**src/rtl/mux4_rr_arbiter_pkg.sv**
```systemverilog
// Shared constants, state encoding and helpers for the 4-way round-robin mux arbiter.
package mux4_rr_arbiter_pkg;

    localparam int N_REQ        = 4;
    localparam int SEL_W        = 2;
    localparam int CNT_W        = 4;
    localparam int MAX_HOLD_MIN = 1;
    localparam int MAX_HOLD_MAX = 15;

    typedef enum logic {
        IDLE  = 1'b0,
        GRANT = 1'b1
    } arb_state_e;

    // One-hot vector with only bit 'idx' set.
    function automatic logic [N_REQ-1:0] onehot(input logic [SEL_W-1:0] idx);
        logic [N_REQ-1:0] v;
        v = '0;
        v[idx] = 1'b1;
        return v;
    endfunction

endpackage

```
**src/rtl/mux4_rr_arbiter_pick.sv**
```systemverilog
// Combinational rotate-priority picker: first set bit of i_mask scanning
// i_start, i_start+1, ... modulo 4.
module mux4_rr_pick
    import mux4_rr_arbiter_pkg::*;
(
    input  logic [N_REQ-1:0] i_mask,
    input  logic [SEL_W-1:0] i_start,
    output logic [SEL_W-1:0] o_idx,
    output logic             o_any
);

    logic [2*N_REQ-1:0] w_dbl;
    logic [N_REQ-1:0]   w_rot;
    logic [SEL_W-1:0]   w_off;

    // Doubling the mask lets a plain part-select perform the rotation.
    assign w_dbl = {i_mask, i_mask};
    assign w_rot = w_dbl[i_start +: N_REQ];

    // Lowest set bit of the rotated mask is the offset from the start point.
    always_comb begin
        w_off = '0;
        for (int k = N_REQ - 1; k >= 0; k--) begin
            if (w_rot[k]) begin
                w_off = SEL_W'(k);
            end
        end
    end

    assign o_idx = i_start + w_off;
    assign o_any = |i_mask;

endmodule

```
**src/rtl/mux4_rr_arbiter.sv**
```systemverilog
// Round-robin arbiter with bounded hold in front of a 4:1 one-bit mux.
// Drives a one-hot grant, the mux select and a registered, qualified data bit.
module mux4_rr_arbiter
    import mux4_rr_arbiter_pkg::*;
#(
    parameter int MAX_HOLD = 4
) (
    input  logic             i_clk,
    input  logic             i_rst_n,
    input  logic [N_REQ-1:0] i_req,
    input  logic [N_REQ-1:0] i_d,
    output logic [N_REQ-1:0] o_gnt,
    output logic [SEL_W-1:0] o_sel,
    output logic             o_y,
    output logic             o_valid
);

    localparam logic [CNT_W-1:0] CNT_LIMIT = CNT_W'(MAX_HOLD - 1);

    arb_state_e       r_state;
    logic [SEL_W-1:0] r_g;
    logic [SEL_W-1:0] r_ptr;
    logic [CNT_W-1:0] r_cnt;
    logic [N_REQ-1:0] r_gnt;
    logic             r_y;
    logic             r_valid;

    arb_state_e       w_state_next;
    logic [SEL_W-1:0] w_g_next;
    logic [SEL_W-1:0] w_ptr_next;
    logic [CNT_W-1:0] w_cnt_next;
    logic [N_REQ-1:0] w_pick_mask;
    logic [SEL_W-1:0] w_pick_start;
    logic [SEL_W-1:0] w_pick_idx;
    logic             w_pick_any;
    logic             w_data_ok;

    // In IDLE the scan begins at the saved pointer; while granted it begins
    // just past the owner and excludes the owner, so a set result always
    // means "someone else is waiting" (when the owner has dropped its request
    // the exclusion changes nothing).
    assign w_pick_mask  = (r_state == IDLE) ? i_req : (i_req & ~onehot(r_g));
    assign w_pick_start = (r_state == IDLE) ? r_ptr : (r_g + SEL_W'(1));

    mux4_rr_pick u_pick (
        .i_mask  (w_pick_mask),
        .i_start (w_pick_start),
        .o_idx   (w_pick_idx),
        .o_any   (w_pick_any)
    );

    // Next-state logic: grant, release with no bubble, rotate at the hold limit.
    always_comb begin
        w_state_next = r_state;
        w_g_next     = r_g;
        w_ptr_next   = r_ptr;
        w_cnt_next   = r_cnt;
        case (r_state)
            IDLE: begin
                if (w_pick_any) begin
                    w_state_next = GRANT;
                    w_g_next     = w_pick_idx;
                    w_cnt_next   = '0;
                end
            end
            GRANT: begin
                if (!i_req[r_g]) begin
                    w_ptr_next = r_g + SEL_W'(1);
                    w_cnt_next = '0;
                    if (w_pick_any) begin
                        w_g_next = w_pick_idx;
                    end else begin
                        w_state_next = IDLE;
                    end
                end else if ((r_cnt == CNT_LIMIT) && w_pick_any) begin
                    w_ptr_next = r_g + SEL_W'(1);
                    w_g_next   = w_pick_idx;
                    w_cnt_next = '0;
                end else if (r_cnt != CNT_LIMIT) begin
                    w_cnt_next = r_cnt + CNT_W'(1);
                end
            end
            default: begin
                w_state_next = IDLE;
            end
        endcase
    end

    // Data is qualified by the owner still requesting at the sampling edge.
    assign w_data_ok = (r_state == GRANT) && i_req[r_g];

    // Arbitration state registers.
    always_ff @(posedge i_clk or negedge i_rst_n) begin
        if (!i_rst_n) begin
            r_state <= IDLE;
            r_g     <= '0;
            r_ptr   <= '0;
            r_cnt   <= '0;
        end else begin
            r_state <= w_state_next;
            r_g     <= w_g_next;
            r_ptr   <= w_ptr_next;
            r_cnt   <= w_cnt_next;
        end
    end

    // Registered output stage: grant vector and the selected data bit.
    always_ff @(posedge i_clk or negedge i_rst_n) begin
        if (!i_rst_n) begin
            r_gnt   <= '0;
            r_y     <= 1'b0;
            r_valid <= 1'b0;
        end else begin
            r_gnt   <= (w_state_next == GRANT) ? onehot(w_g_next) : '0;
            r_valid <= w_data_ok;
            r_y     <= w_data_ok & i_d[r_g];
        end
    end

    assign o_gnt   = r_gnt;
    assign o_sel   = r_g;
    assign o_y     = r_y;
    assign o_valid = r_valid;

endmodule

```
**config.mk**
```make
export PLATFORM = sky130hd
export DESIGN_NAME = mux4_rr_arbiter
export DESIGN_NICKNAME = d
export VERILOG_FILES = /design/src/rtl/mux4_rr_arbiter_pkg.sv /design/src/rtl/mux4_rr_arbiter_pick.sv /design/src/rtl/mux4_rr_arbiter.sv
export SDC_FILE = /design/constraint.sdc
export NUM_CORES = 1
export LEC_CHECK = 0
export ABC_AREA = 1
export CAP_MARGIN = 20
export CORE_MARGIN = 5
export CORE_UTILIZATION = 46
export CTS_BUF_LIST = sky130_fd_sc_hd__clkbuf_8
export CTS_CLUSTER_DIAMETER = 30
export CTS_CLUSTER_SIZE = 40
export DETAILED_ROUTE_END_ITERATION = 12
export GPL_TIMING_DRIVEN = 0
export PLACE_DENSITY = 0.74
export SETUP_SLACK_MARGIN = 0.2
export SYNTH_ARGS = -nofsm -noshare
export SYNTH_HDL_FRONTEND = slang
export SYNTH_SLANG_ARGS = --single-unit
```
**constraint.sdc**
```tcl
create_clock -name i_clk -period 2.1 [get_ports i_clk]
set_input_delay 0.42 -clock i_clk [delete_from_list [all_inputs] [get_ports i_clk]]
set_output_delay 0.42 -clock i_clk [all_outputs]
set_load 0.02 [all_outputs]
```
==> impl_summary.txt, run 1 <==
----------------------------------------------------
[STA]
  Minimum period implied by the final worst setup slack ... 2.37 ns
  Unrepaired setup endpoints after global routing ... yes
  Peak Freq ... between 400 and 500 MHz
  Worst slew margin relative to its limit ... 57.7%
  Final critical-path setup slack ... -0.271 ns
  Worst Skew ... 0.000743 ns
  Setup-failing EPs final ... 5
  Final Hold Fails ... 0
  Setup_tns ... -1.26 ns
  Count of final max-slew check failures ... 0
  Slew of the pin with the lowest slew margin ... approximately 0.63 ns
  Final clock period utilization by the worst path ... 113%

[Route]
  Average wire per cell in the routed design ... 14.0 um
  Starting DRC count in detailed routing ... 43
  Via count normalized by instance count ... 5.02
  Vias after detailed routing ... between 1000 and 1500
  Final routed wirelength across all metal layers ... 3020 um
  Pre-antenna DRT Iters ... 4
  DRC violation count after routing ... 0
  Remaining antenna violation count after routing ... 0

[Floorplanning]
  Area of the die ... about 0.0034 mm^2
  Starting Density ... ~48%
  Overall die width ... just under 60 um
  Num ports ... 18
  Site Rows ... 17
  Height of the chip ... between 50 and 60 um
  Core box area ... about 0.0022 mm^2

[Clocking]
  Total of hold buffers inserted after clock tree synthesis ... 0
  CTS HTree Levels ... 1
  Maximum root-to-sink buffer count ... 2
  CTS Root Buffer Type ... sky130_fd_sc_hd__clkbuf_8
  Insertion delay of the later-clocked pin in the worst-skew pair ... roughly 0.24 ns
  Clock tree from TritonCTS ... built
  Clock-pin transition on the worst setup and hold timing paths ... 0.06 ns
  Clock sink count ... 15
  Total CTS buffers ... 3

[Setup path]
  Number of cells on the worst reg-to-reg path ... 18
  Element type at the critical path end ... register
  Critical path data arrival time ... between 2 and 3 ns
  Sort of element at the start of the critical path ... register
  Flop-to-flop setup slack ... -0.27 ns
  FF-to-FF End ... o_gnt[2]$_DFF_PN0_
  Max FO, Critical Path ... 5
  Worst path required time ... 2.29 ns
  Reg2reg start ... o_sel[0]$_DFF_PN0_
  Critical setup path kind ... reg2reg

[Placement]
  Placed cell area ... ~0.0013 mm^2
  PortBufs ... 17
  Final Wtd Congestion ... around 0.87
  Post-DP HPWL ... between 1500 and 2000 um

[Logic synthesis]
  Simple-gate area share of the yosys netlist ... between 30% and 40%
  Gate count after technology mapping ... ~150
  Post-synthesis average cell area ... roughly 7.3 um^2
  Dominant combinational cell family by area after synthesis ... simple AND/OR/NAND/NOR gates
  Synthesized Nets ... between 150 and 200
  Synth Cell Area ... between 0.001 and 0.0015 mm^2
  Post-synthesis compound-gate area fraction ... 9.47%
  Post-synthesis sequential element count ... 15
  XOR/XNOR share of the synthesized area ... 2.49%
  Sequential area share after synthesis ... 35.5%
  Share of synthesized area spent on multiplexers ... 0%
  Number of unique standard cell types used by synthesis ... 24
  Adder-cell area share of the yosys netlist ... 7.10%
  Yosys warning count ... 0

[Run status]
  Status ... finished, violations left
  Failing checks ... setup timing

[Cells and area]
  Fill count ... 158
  Highest-count cells in the layout ignoring fill and taps ... sky130_fd_sc_hd__nand2_1 (31), sky130_fd_sc_hd__nand2_2 (20), sky130_fd_sc_hd__buf_4 (19), sky130_fd_sc_hd__clkdlybuf4s50_1 (16), sky130_fd_sc_hd__dfrtp_1 (13)
  Final Net Count ... 205
  Final Cell Area ... between 0.0015 and 0.002 mm^2
  Synth-to-Final Area Change ... 55.9%
  Most frequent standard cell in the layout excluding fill and tap cells ... sky130_fd_sc_hd__nand2_1
  Share of final-layout standard cells stronger than drive strength 1 ... a little over two fifths
  Antenna fix cells ... 0

[Worst hold path]
  Worst Hold Launch ... r_cnt[1]$_DFFE_PN0P_
  Worst hold stages ... 2
  Hold/Removal Path Class ... reg2reg
  Worst Hold Endpoint ... r_cnt[1]$_DFFE_PN0P_

[Global routing]
  Maximum number of pins on one net before global-route repair ... 16
  Number of global-route vias before repair ... about 1000
  Gr ovfl total ... 0
  Global router's overall resource usage ... around 17%
  Antenna violations before repair ... 0
  Global-route wire length before repair ... roughly 4500 um

[Job]
  Number of max-cap violations ... 0

----------------------------------------------------
## through the flow
stage	instances	setup slack (ns)	util [%]	hold WS, ns
2_1_floorplan	145	-0.0857	-	0.124
4_1_cts	209	-0.134	68.8	0.544
3_5_place_dp	190	-0.310	58.8	0.530
6_report	216	-0.271	74.5	0.556
3_3_place_gp	190	-0.257	58.8	0.518
5_1_grt	216	-0.397	74.5	0.596
## sequential cells by signal (all words and copies together), names as in the netlist
signal	flops
o_gnt	4
r_cnt	4
o_sel	2
r_ptr	2
o_valid	1
o_y	1
r_state	1
## what timing repair did
| item | 4_1_cts | 5_1_grt |
|---|---|---|
| buffers inserted | 15 | 7 |
| setup endpoints to repair | 6 | 7 |
| pin swaps | 5 | 21 |
| resized for setup | 14 | 24 |
## worst max path at each step
stage                     slack [ns]  cells past startpoint          startpoint                  to
after global placement         -0.26                     16            i_req[2]  o_gnt[3]$_DFF_PN0_
final                          -0.27                     18  o_sel[0]$_DFF_PN0_  o_gnt[2]$_DFF_PN0_
after detailed placement       -0.31                     16            i_req[1]  o_gnt[2]$_DFF_PN0_
after global routing           -0.40                     18  o_sel[0]$_DFF_PN0_  o_gnt[3]$_DFF_PN0_
after CTS                      -0.13                     14  o_sel[0]$_DFF_PN0_  o_gnt[3]$_DFF_PN0_
after floorplan                -0.09                     15  o_sel[0]$_DFF_PN0_  o_gnt[2]$_DFF_PN0_
## kinds of logic (layout without fill, tap and decap cells)
| family | Yosys count | after routing |
|---|---|---|
| AND/OR/NAND/NOR | 85 | 85 |
| flip-flops | 15 | 15 |
| buffers and inverters | 20 | 63 |
| adder cells (fa/ha/maj) | 6 | 6 |
| XOR/XNOR | 3 | 3 |
| AO/OA/AOI/OAI | 16 | 16 |
## routing by layer
metal	global-route usage (%)	vias up	part of all wire, %
met1	19.3	508	41
met2	32.7	17	54
met5	0	-	0
li1	-	549	-
met3	1.78	11	1.9
met4	7.28	0	3.3
## worst max-delay path: stages (launching register included)
cell and delay, ns:
sky130_fd_sc_hd__dfrtp_2 0.46, sky130_fd_sc_hd__buf_12 0.15, sky130_fd_sc_hd__ha_2 0.18, sky130_fd_sc_hd__nand2_1 0.09
sky130_fd_sc_hd__nand2_2 0.08, sky130_fd_sc_hd__nand2_2 0.08, sky130_fd_sc_hd__nand2_1 0.06, sky130_fd_sc_hd__nand2_1 0.06
sky130_fd_sc_hd__nand2_1 0.06, sky130_fd_sc_hd__a31oi_1 0.18, sky130_fd_sc_hd__nor2_1 0.08, sky130_fd_sc_hd__ha_2 0.20
sky130_fd_sc_hd__xnor2_2 0.18, sky130_fd_sc_hd__inv_1 0.07, sky130_fd_sc_hd__nand2_2 0.09, sky130_fd_sc_hd__nand3_2 0.09
sky130_fd_sc_hd__nand3_4 0.11, sky130_fd_sc_hd__nand2_1 0.06, sky130_fd_sc_hd__inv_1 0.05
## cell type report
type | count | area [um^2] | area share [%]
Timing Repair Buffer | 39 | 354 | 21.5
Sequential cell | 15 | 378 | 22.9
Clock inverter | 1 | 5.00 | 0.304
Multi-Input combinational cell | 110 | 744 | 45.2
Clock buffer | 3 | 41.3 | 2.51
Inverter | 19 | 78.8 | 4.78
Buffer | 1 | 11.3 | 0.683
Tap cell | 28 | 35.0 | 2.13
## synthesized netlist by cell type
cell | n | area share (%)
sky130_fd_sc_hd__nand3_2 | 2 | 1.9
sky130_fd_sc_hd__nand2_1 | 47 | 17
sky130_fd_sc_hd__nand2_2 | 6 | 3.6
sky130_fd_sc_hd__xnor2_1 | 2 | 1.7
sky130_fd_sc_hd__nor2_2 | 1 | 0.59
sky130_fd_sc_hd__o21ai_0 | 6 | 2.8
sky130_fd_sc_hd__a21oi_2 | 1 | 0.83
sky130_fd_sc_hd__nand3_4 | 1 | 1.7
sky130_fd_sc_hd__nand2_4 | 1 | 1.1
sky130_fd_sc_hd__buf_6 | 1 | 1.1
sky130_fd_sc_hd__nand3_1 | 14 | 6.6
sky130_fd_sc_hd__ha_1 | 6 | 7.1
sky130_fd_sc_hd__nor2_1 | 11 | 3.9
sky130_fd_sc_hd__xor2_1 | 1 | 0.83
sky130_fd_sc_hd__nand4_1 | 1 | 0.59
sky130_fd_sc_hd__o21ai_1 | 1 | 0.47
sky130_fd_sc_hd__inv_2 | 3 | 1.1
sky130_fd_sc_hd__nor2_4 | 1 | 1.1
sky130_fd_sc_hd__inv_1 | 16 | 5.7
sky130_fd_sc_hd__a31oi_1 | 2 | 1.2
sky130_fd_sc_hd__a21oi_1 | 1 | 0.47
sky130_fd_sc_hd__o22ai_1 | 2 | 1.2
sky130_fd_sc_hd__o21ai_2 | 3 | 2.5
sky130_fd_sc_hd__dfrtp_1 | 15 | 36
Power of run 1 is left out: the tool's default activity adds up to more than one toggle a clock period on the data nets, which glitch-free logic cannot reach.
==> run 2, diff against run 1 <==
- CORE_UTILIZATION: 46 -> 49
- PLACE_DENSITY: 0.74 -> 0.78
==> impl_summary.txt, run 2 (synthesis gave the netlist of run 1 again) <==
----------------------------------------------------
[Clocking]
  CTS HTree Levels ... 1 (unchanged)
  Insertion delay of the later-clocked pin in the worst-skew pair ... 0.24 ns (about the same)
  Clock tree from TritonCTS ... built
  Clock sink count ... 15 (unchanged)
  Maximum root-to-sink buffer count ... 2 (unchanged)
  CTS Root Buffer Type ... sky130_fd_sc_hd__clkbuf_8
  Clock-pin transition on the worst setup and hold timing paths ... 0.06 ns (about the same)
  Total of hold buffers inserted after clock tree synthesis ... 0 (unchanged)
  Total CTS buffers ... 3 (unchanged)

[Worst hold path]
  Worst Hold Endpoint ... r_ptr[0]$_DFFE_PN0P_
  Worst hold stages ... 2 (unchanged)
  Worst Hold Launch ... r_ptr[0]$_DFFE_PN0P_
  Hold/Removal Path Class ... reg2reg

[STA]
  Setup-failing EPs final ... 5 (unchanged)
  Final critical-path setup slack ... -0.123 ns (+0.147 ns)
  Count of final max-slew check failures ... 0 (unchanged)
  Final clock period utilization by the worst path ... 106% (-7.0 points)
  Worst Skew ... 0.00185 ns (+0.00111 ns)
  Unrepaired setup endpoints after global routing ... yes
  Final Hold Fails ... 0 (unchanged)
  Worst slew margin relative to its limit ... 56.7% (-0.97 points)
  Slew of the pin with the lowest slew margin ... 0.647 ns (+0.0144 ns)
  Peak Freq ... 450 MHz (+6.6%)
  Minimum period implied by the final worst setup slack ... 2.22 ns (-0.147 ns)

[Cells and area]
  Antenna fix cells ... 0 (unchanged)
  Synth-to-Final Area Change ... 41.4%
  Final Cell Area ... 0.00150 mm^2 (-9.3%)
  Share of final-layout standard cells stronger than drive strength 1 ... 32.2% (-11 points)
  Final Net Count ... 194 (-5.4%)
  Highest-count cells in the layout ignoring fill and taps ... sky130_fd_sc_hd__nand2_1 (37), sky130_fd_sc_hd__nand2_2 (16), sky130_fd_sc_hd__clkdlybuf4s50_1 (16), sky130_fd_sc_hd__inv_1 (14), sky130_fd_sc_hd__dfrtp_1 (13)
  Most frequent standard cell in the layout excluding fill and tap cells ... sky130_fd_sc_hd__nand2_1

[Setup path]
  Worst path cell trace ... inv_4 -> ha_4 -> inv_4 -> o21ai_4 -> nand3_2 -> a31oi_1 -> nor2_1 -> ha_2 -> xnor2_2 -> nand3_2 -> nand3_2 -> nand3_4 -> nand2_1 -> inv_1
  Reg2reg start ... o_sel[0]$_DFF_PN0_
  Maximum single-stage delay on the critical path ... 0.42 ns (-0.04 ns)
  Max FO, Critical Path ... 5 (unchanged)
  Cell type with the highest occurrence count on the critical path ... sky130_fd_sc_hd__nand3_2
  FF-to-FF End ... o_gnt[3]$_DFF_PN0_
  Sort of element at the start of the critical path ... register
  Worst path required time ... 2.24 ns (-0.05 ns)
  Element type at the critical path end ... register
  Slowest-stage cell, CP ... sky130_fd_sc_hd__dfrtp_2
  Critical path data arrival time ... 2.36 ns (-0.20 ns)
  Number of cells on the worst reg-to-reg path ... 14 (-4)
  Critical setup path kind ... reg2reg
  Flop-to-flop setup slack ... -0.12 ns (+0.15 ns)

[Placement]
  PortBufs ... 17 (unchanged)
  Post-DP HPWL ... 1930 um (+2.3%)
  Placed cell area ... 0.00130 mm^2 (about the same)
  Final Wtd Congestion ... 0.846 (-2.4%)

[Run status]
  Status ... finished, violations left
  Failing checks ... setup timing

[Job]
  Number of max-cap violations ... 0 (unchanged)

[Floorplanning]
  Core box area ... 0.00200 mm^2 (-9.5%)
  Site Rows ... 16 (-1)
  Area of the die ... 0.00319 mm^2 (-5.1%)
  Overall die width ... 56.5 um (-2.6%)
  Num ports ... 18 (unchanged)
  Height of the chip ... 56.5 um (-2.6%)
  Starting Density ... 52.8% (+5.0 points)

[Route]
  Average wire per cell in the routed design ... 13.9 um (-0.85%)
  Via count normalized by instance count ... 5.38 (+7.2%)
  Remaining antenna violation count after routing ... 0 (unchanged)
  Vias after detailed routing ... 1098 (+1.2%)
  DRC violation count after routing ... 0 (unchanged)
  Pre-antenna DRT Iters ... 4 (unchanged)
  Starting DRC count in detailed routing ... 40 (-7.0%)
  Final routed wirelength across all metal layers ... 2830 um (-6.4%)

[Global routing]
  Maximum number of pins on one net before global-route repair ... 16 (unchanged)
  Gr ovfl total ... 0 (unchanged)
  Global router's overall resource usage ... 19.0% (+1.7 points)
  Antenna violations before repair ... 0 (unchanged)
  Global-route wire length before repair ... 4900 um (+8.6%)
  Number of global-route vias before repair ... 1173 (+13%)

----------------------------------------------------
## run 2: cell count changes in the layout (fill, tap and decap cells not counted), moves of 3 or more
| cell | before | now |
|---|---|---|
| sky130_fd_sc_hd__nand2_2 | 20 | 16 |
| sky130_fd_sc_hd__nand2_1 | 31 | 37 |
| sky130_fd_sc_hd__buf_4 | 19 | 11 |
| sky130_fd_sc_hd__ha_1 | 1 | 4 |
## run 2: cell type report
type,instances,area [um^2]
buffer,1,11.3
fill,151,507
tap,27,33.8
inverter,19,78.8
clock buffer,3,41.3
sequential,15,378
multi-input combinational,110,693
timing repair buffer,28,255
clock inverter,1,3.75
## run 2: per-layer routing
layer  track usage (%)  vias up  wire length, um
met5                 0        -                0
met4              13.2        0              109
met3              3.67       15              122
met2              33.2       41             1510
met1              20.3      514             1090
li1                  -      528                -
## run 2: repair_timing
item | CTS | global route
setup buffers | 9 | 2
setup endpoints to repair | 6 | 6
resized for setup | 11 | 9
pin swaps | 7 | 4
## run 2: metrics by stage
step,hold slack (ns),worst slack [ns],utilization (%),TNS [ns],std cells
2_1_floorplan,0.124,-0.0857,-,-0.339,145
3_3_place_gp,0.514,-0.263,64.9,-1.21,189
3_5_place_dp,0.524,-0.333,64.9,-1.56,189
4_1_cts,0.538,-0.122,72.7,-0.484,202
5_1_grt,0.570,-0.277,74.7,-1.16,204
6_report,0.543,-0.123,74.7,-0.481,204
## run 2: how the worst max path moves through the flow
stage / from / to
after CTS: o_sel[0]$_DFF_PN0_ / o_gnt[2]$_DFF_PN0_
after detailed placement: i_req[2] / o_gnt[2]$_DFF_PN0_
final: o_sel[0]$_DFF_PN0_ / o_gnt[3]$_DFF_PN0_
after floorplan: o_sel[0]$_DFF_PN0_ / o_gnt[2]$_DFF_PN0_
after global placement: i_req[2] / o_gnt[2]$_DFF_PN0_
after global routing: o_sel[0]$_DFF_PN0_ / o_gnt[2]$_DFF_PN0_
## run 2: critical path: cells and delay by family, from the launching register on
kind            cells  cell delay [ns]
compound gates      2             0.37
xor+xnor            1             0.16
fa+ha+maj           2             0.45
buf+inv             3             0.15
flops               1             0.42
simple gates        6             0.57
Power of run 2 is left out for the same reason.
